==> config.mk <==
export PLATFORM = sky130hd
export DESIGN_NAME = mem_arbiter
export DESIGN_NICKNAME = d
export VERILOG_FILES = /design/src/rtl/mem_arbiter.sv
export SDC_FILE = /design/constraint.sdc
export NUM_CORES = 1
export LEC_CHECK = 0
export CAP_MARGIN = 20
export CELL_PAD_IN_SITES_DETAIL_PLACEMENT = 1
export CELL_PAD_IN_SITES_GLOBAL_PLACEMENT = 1
export CORE_ASPECT_RATIO = 2
export CORE_MARGIN = 4
export CORE_UTILIZATION = 44
export DETAILED_ROUTE_END_ITERATION = 8
export DONT_BUFFER_PORTS = 1
export PLACE_DENSITY_LB_ADDON = 0.1
export SYNTH_ARGS = -nofsm -noshare
export SYNTH_HDL_FRONTEND = slang
export SYNTH_SLANG_ARGS = --single-unit
==> constraint.sdc <==
create_clock -name clk -period 2.7 [get_ports clk]
set_input_delay 0.27 -clock clk [delete_from_list [all_inputs] [get_ports clk]]
set_output_delay 0.27 -clock clk [all_outputs]
set_load 0.01 [all_outputs]
==> src/rtl/mem_arbiter.sv <==
// Shared refill arbiter for the I- and D-caches: grants one miss at a time,
// streams a 16-byte block out of main memory and steers the returns to the winner.
module mem_arbiter #(
  parameter int MEM_LAT   = 4,
  parameter int BLK_WORDS = 8
) (
  input  logic        clk,
  input  logic        rst,
  input  logic        i_miss,
  input  logic [15:0] i_miss_addr,
  input  logic        d_miss,
  input  logic [15:0] d_miss_addr,
  input  logic        mem_data_valid,
  input  logic [15:0] mem_data_in,
  output logic        mem_en,
  output logic [15:0] mem_addr,
  output logic        i_fill_we,
  output logic        d_fill_we,
  output logic [15:0] fill_addr,
  output logic [15:0] fill_data,
  output logic        i_fill_done,
  output logic        d_fill_done,
  output logic        busy
);

  localparam int KW = $clog2(BLK_WORDS);
  localparam int CW = $clog2(BLK_WORDS + 1);
  localparam int QW = $clog2(MEM_LAT + 1);

  typedef enum logic [2:0] {
    QUIET, IDLE, ISSUE, DRAIN, DONE
  } state_t;

  state_t        state;
  logic [QW-1:0] qcnt;
  logic [KW-1:0] k;
  logic [CW-1:0] outst;
  logic [CW-1:0] rcv;
  logic [15:0]   base;
  logic          gnt_d;
  logic          last_grant;
  logic          accept;
  logic          pick_d;
  logic          fill;
  logic          done;

  // only reads this block issued may be accepted; stale returns fall through
  assign accept = mem_data_valid && (outst != '0);
  assign pick_d = d_miss && (!i_miss || !last_grant);

  always_ff @(posedge clk) begin
    if (rst) begin
      state      <= QUIET;
      qcnt       <= '0;
      k          <= '0;
      outst      <= '0;
      rcv        <= '0;
      base       <= '0;
      gnt_d      <= 1'b0;
      last_grant <= 1'b0;
    end else begin
      outst <= outst + CW'(mem_en) - CW'(accept);
      if (accept)
        rcv <= rcv + CW'(1);
      unique case (state)
        QUIET: begin
          if (qcnt == QW'(MEM_LAT - 1))
            state <= IDLE;
          else
            qcnt <= qcnt + QW'(1);
        end
        IDLE: begin
          if (i_miss || d_miss) begin
            gnt_d      <= pick_d;
            last_grant <= pick_d;
            base       <= (pick_d ? d_miss_addr : i_miss_addr) & 16'hFFF0;
            k          <= '0;
            rcv        <= '0;
            state      <= ISSUE;
          end
        end
        ISSUE: begin
          k <= k + KW'(1);
          if (k == KW'(BLK_WORDS - 1))
            state <= DRAIN;
        end
        DRAIN: begin
          if (rcv == CW'(BLK_WORDS) ||
              (accept && rcv == CW'(BLK_WORDS - 1)))
            state <= DONE;
        end
        DONE:    state <= IDLE;
        default: state <= QUIET;
      endcase
    end
  end

  assign mem_en      = !rst && (state == ISSUE);
  assign mem_addr    = mem_en ? base + 16'({k, 1'b0}) : '0;
  assign fill        = !rst && accept;
  assign i_fill_we   = fill && !gnt_d;
  assign d_fill_we   = fill && gnt_d;
  assign fill_addr   = fill ? base + 16'({rcv, 1'b0}) : '0;
  assign fill_data   = rst ? '0 : mem_data_in;
  assign done        = !rst && (state == DONE);
  assign i_fill_done = done && !gnt_d;
  assign d_fill_done = done && gnt_d;
  assign busy        = !rst && (state != IDLE);

endmodule

==> results.py <==
metrics = {
    "run_status": {
        "outcome": "complete, no violations",
    },
    "floorplan": {
        "design.portCount": 107,
        "die_width_um": 56.2,
        "fp.dieArea_sq_mm": 0.00586,
        "initial_utilization": 0.461,
        "site_rows": 34,
        "core_area_sq_mm": 0.00442,
        "die_h_um": 104,
    },
    "critical_path": {
        "timing.critical_path.from_type": "flop",
        "worstPathCellList": "inv_1, ha_1, or3b_2, nand2_1, inv_1, ha_1, inv_1, ha_1, inv_1, fa_1, xor2_1, nor2_1",
        "critical_path.startpoint": "outst[2]",
        "path_delay_family": "adder cells",
        "critical_path.max_stage_delay_ns": 0.46,
        "timing.critical_path.arrival_ns": 2.64,
        "r2r_start": "outst[2]",
        "cp-end-kind": "flop",
        "critical_path_peak_fanout": 3,
        "crit_path_top_delay_cell": "or3b_2",
        "crit_top_cell": "inv_1",
        "timing_worst_setup_path_type": "reg2reg",
        "crit_buf_inv": 4,
        "timing.critical_path.required_ns": 2.88,
    },
    "grt": {
        "grt_use_met2": 0.332,
        "grt_use_met1": 0.152,
        "grt_max_degree": 53,
        "via_count_of_the_first_global_routing_pass": 1749,
        "grt-ovfl-total": 0,
        "global_routing_usage_summed_across_all_routing_layers": 0.169,
        "grt_use_met3": 0.0472,
        "grt_pass1_wl_mm": 7.87,
        "number_of_antenna_violations_at_the_first_check_in_global_routing": 0,
        "grt.busiest_layer": "met2",
    },
    "finish": {
        "antenna_cells_inserted": 0,
        "finalNetCount": 313,
        "filler_cell_count": 557,
        "post_route_cells_drive_above_1_share": 0.0810,
        "final_util": 0.488,
        "layout_commonest_cell": "nor2_1",
        "mostFrequentLayoutCells": "nor2_1 (35), dfxtp_1 (30), and2_1 (19)",
        "area_delta_synth_final_pct": 5.82,
    },
    "synth": {
        "synth-seq-area-share": 0.294,
        "synth_cells": 250,
        "asyncSetResetFlopFracSynth": 0,
        "post_synth_top_area_cell": "dfxtp_1",
        "synth.avg_cell_area_sq_um": 8.16,
        "number_of_enable_flip_flop_cells_after_synthesis": 0,
        "main_area_contributors_after_synthesis": "dfxtp_1 (29%), ha_1 (8.0%), mux2i_1 (7.4%)",
        "number_of_different_library_cells_in_the_post_synthesis_netlist": 45,
        "synthesis_stage_register_bit_count": 30,
        "synth.top_cell.area_share": 0.294,
        "synth_top_flop_cell": "dfxtp_1",
        "synth-warning-count": 0,
        "post_synth_instance_area_sq_mm": 0.00204,
    },
    "timing": {
        "relSlewSlack": 0.602,
        "slew_viol_final": 0,
        "finalCritPeriodShare": 0.912,
        "setup-violations-final": 0,
        "timing.fmax_mhz": 406,
        "min_period_ns": 2.46,
        "skew_ns": 0.00368,
        "worst_pin_slew_ns": 0.589,
        "timing_hold_violations_final": 0,
        "grt_setup_unrepaired": "false",
        "fin_setup_tns_ns": 0,
    },
    "cts": {
        "setup_bufs_post_cts": 0,
        "holdBufCountCts": 0,
        "clk_pin_slew_ns": 0.06,
        "tritoncts": "done",
        "cts-buffers-inserted": 5,
        "htree_num_levels": 2,
        "cts_sinks": 30,
        "worst_skew_pair.late_latency_ns": 0.28,
        "cts.root.buffer_cell": "clkbuf_8",
        "post_cts_resize_count": 0,
        "clockBufferDepth": 2,
    },
    "drt": {
        "first_iter_violations": 16,
        "drc": 0,
        "postRouteWirelength_mm": 4.97,
        "avgRoutedWirePerCell_um": 16.5,
        "drt_pre_antenna_iters": 4,
        "antenna_violating_nets_post_route": 0,
        "routed_via_density": 5.69,
        "vias": 1714,
    },
    "power": {
        "vdd_ir_drop_max_uv": 458,
        "total_leakage_power_nw": 0.865,
        "power_per_cell_area_mw_per_mm2": 728,
    },
    "hold_path": {
        "worstHoldPathType": "in2reg",
        "min-delay-start": "rst",
    },
    "placed_design": {
        "globalplace.congestion": 0.747,
        "post-dp-hpwl_mm": 3.94,
        "io_buffers": 0,
    },
    "flow_run": {
        "cap_viol_max_count": 0,
    },
}
-- metrics by stage --
step | hold slack [ns] | cells | power (W) | setup WS (ns) | cell area (sq um)
after floorplan | 0.460 | 251 | 0.00110 | 0.410 | 2040
after global placement | 0.345 | 293 | 0.00120 | 0.284 | 2070
after detailed placement | 0.350 | 293 | 0.00122 | 0.225 | 2070
after CTS | 0.0418 | 301 | 0.00161 | 0.204 | 2160
after global routing | 0.0347 | 301 | 0.00171 | 0.100 | 2160
final | 0.0518 | 301 | 0.00157 | 0.237 | 2160
-- synth_stat cells, types with 2 or more instances --
cell      instances
nor3_1            6
and4_1            3
nand2b_1          2
xnor2_1           5
a21oi_1           6
clkbuf_1          8
mux2i_1          15
buf_2             5
a21o_1            2
nor2_1           35
nand4_1           2
inv_1            11
nor3b_2           2
ha_1             13
and2_1           19
buf_4             2
dfxtp_1          30
nor2b_1          17
a211oi_1         13
xor2_1           10
nand2_1           9
nand3_1          12
-- kinds of logic after synthesis --
logic type / count (synthesis) / share of synthesized area
AO/OA/AOI/OAI: 28 / 0.0969
XOR/XNOR: 15 / 0.0644
adder cells (fa/ha/maj): 14 / 0.0895
buffers and inverters: 28 / 0.0582
flip-flops: 30 / 0.294
multiplexers: 15 / 0.0736
other: 1 / 0.00184
AND/OR/NAND/NOR: 119 / 0.321
-- worst paths after layout --
path	endpoint	slack (ns)	cells past startpoint
worst max register to register	outst[2]	0.24	12
worst min-delay path	base[7]	0.05	1
worst max-delay path	outst[2]	0.24	12
worst min register to register	k[1]	0.48	2
-- metal layers --
metal,share of wire,up-vias
li1,-,839
met1,0.34,792
met2,0.56,75
met3,0.075,8
met4,0.024,0
met5,0,-
-- where the power goes --
group | total, W | internal (W) | switching (W) | leakage, nW
Combinational | 0.000563 | 0.000260 | 0.000303 | 0.573
Sequential | 0.000638 | 0.000539 | 0.0000994 | 0.244
Clock | 0.000371 | 0.000205 | 0.000166 | 0.0482
Total | 0.00157 | 0.00100 | 0.000568 | 0.865
-- layout make-up --
| type | instances | area [sq um] | area share |
|---|---|---|---|
| Clock buffer | 7 | 86.3 | 0.0400 |
| Clock inverter | 1 | 5.00 | 0.00232 |
| Inverter | 12 | 45.0 | 0.0209 |
| Multi-Input combinational cell | 193 | 1330 | 0.614 |
| Sequential cell | 30 | 601 | 0.278 |
| Tap cell | 54 | 67.6 | 0.0313 |
| Timing Repair Buffer | 4 | 30.0 | 0.0139 |
-- sequential cells by signal (all words and copies together), names as in the netlist --
signal,flops
k,3
base,12
last_grant,1
rcv,4
qcnt,3
state,3
outst,4
Note: power is estimated with default switching activity, not from simulation.
==> patch, RTL diff (same settings) <==
Set the parameter `MEM_LAT` to 8 (it was 4).
--- a/src/rtl/mem_arbiter.sv
+++ b/src/rtl/mem_arbiter.sv
@@ -1,7 +1,7 @@
 // Shared refill arbiter for the I- and D-caches: grants one miss at a time,
 // streams a 16-byte block out of main memory and steers the returns to the winner.
 module mem_arbiter #(
-  parameter int MEM_LAT   = 4,
+  parameter int MEM_LAT   = 8,
   parameter int BLK_WORDS = 8
 ) (
   input  logic        clk,
Formal check against the unedited RTL: not equivalent (Yosys sat finds a counterexample within 10 cycles, from zero or initial values and one cycle with rst high).
==> patch against the original RTL <==
Synthesized area increased by 11%. Wire length rose by 10%. Design area rose by 7.3%. Worst setup slack improved by 0.10 ns. Total power rose by 13%. Via count grew 6.2%. Sequential cell count is 1 higher. Core utilization down 1.6 points. Cell count increased by 4.3%.
==> patch: results <==
[clock_tree]
post_cts.repair.setup_buffers = 0

[critical_path]
slowest_delay_ns = 0.39
worst-path-max-fanout = 5
crit_family = "adder cells"
critPathArrivalTime_ns = 2.54
critPathSlowestCell = "or3b_4"

[pwr]
vdd_drop_max_mv = 0.392
power_frac_seq_pct = 40.9
design_power_total_mw = 1.77
power_report.internal_total_mw = 1.07
clock_network_fraction_of_design_power_pct = 19.5
power_leakage_nw = 0.939

[grt]
grt_pass1_vias = 1786
grt_first_pass_wirelength_um = 8500
grt_antenna_before_repair = 0
global_route_usage_sum_pct = 17.3
grt_max_degree = 54

[final_layout]
final_net_count = 322
fin_cells = 314
post_route_cells_drive_above_1_share_pct = 14.8
filler_cell_count = 611

[detailed_routing]
route.detailed.vias_per_inst = 5.80
wirelength_um = 5470
dr.first_iter.drc_count = 53

[timing]
timing.clock.skew_ns = 0.00703
tightest_pin_transition_ns = 0.741

[place]
dpl_cell_area_um2 = 2240
dp_worst_setup_slack_ns = 0.313
place_hpwl_um = 4260
routabilityCongestion = 0.844
dp_cells = 306

[logic_synthesis]
cells_taking_the_most_area_after_synthesis = "dfxtp_1 (27%), a211oi_2 (6.6%), ha_1 (6.6%)"
synth_seq_area_share_pct = 27.5
post_synth_most_frequent_cells = "nor2_1 (35), dfxtp_1 (31), nor2b_1 (17), nand2_1 (15), mux2i_1 (14)"
syn-mean-instance-area_um2 = 8.56

[status]
status = "complete, no violations"
patch: cell count changes after synthesis, sizes merged, moves of 2 or more:
cell	delta
a21oi	+2
and2	-13
and3	+17
and4	-3
nand2	+6
nand2b	-2
nand3	+2
nor3	+2
nor3b	-2
nor4	+2
o21ai	+2
or2b	+2
xnor2	+3
patch: per-layer routing:
metal | GRT usage [%] | routed length (µm) | vias up
met4 | 6.32 | 81 | 0
li1 | - | - | 884
met2 | 31.7 | 3070 | 58
met3 | 3.76 | 350 | 7
met5 | 0 | 0 | -
met1 | 19.0 | 1970 | 872
patch: logic make-up after synthesis:
group	after synthesis	synth area share [%]
other	1	0.166
and+or+nand+nor	128	32.9
AOI/OAI and AO/OA	30	12.1
DFF	31	27.5
buffers and inverters	30	7.03
muxes	14	6.20
xor gates and xnor gates	17	6.59
adders and majority gates	13	7.53
patch: cell type report:
class                           count  area [µm²]  share of cell area, %
Clock buffer                        7        76.3                   3.29
Clock inverter                      1        5.00                  0.216
Inverter                           12        45.0                   1.94
Multi-Input combinational cell    204        1480                   64.0
Sequential cell                    31         621                   26.8
Tap cell                           57        71.3                   3.08
Timing Repair Buffer                2        15.0                  0.648
patch: worst register-to-register path, stage by stage, from the launching register on:
cell     delay [ns]
dfxtp_1        0.30
inv_1          0.07
ha_1           0.14
or3b_4         0.39
nand2_1        0.18
inv_1          0.07
ha_1           0.27
inv_1          0.06
ha_1           0.17
inv_1          0.06
fa_1           0.37
xor2_1         0.14
nor2_1         0.05
patch: final timing paths:
check / slack [ns] / to / startpoint / cells past startpoint
setup / recovery: 0.34 / outst[2] / outst[2] / 12
hold / removal: 0.05 / outst[0] / rst / 1
setup reg to reg: 0.34 / outst[2] / outst[2] / 12
hold reg to reg: 0.47 / qcnt[1] / qcnt[1] / 2
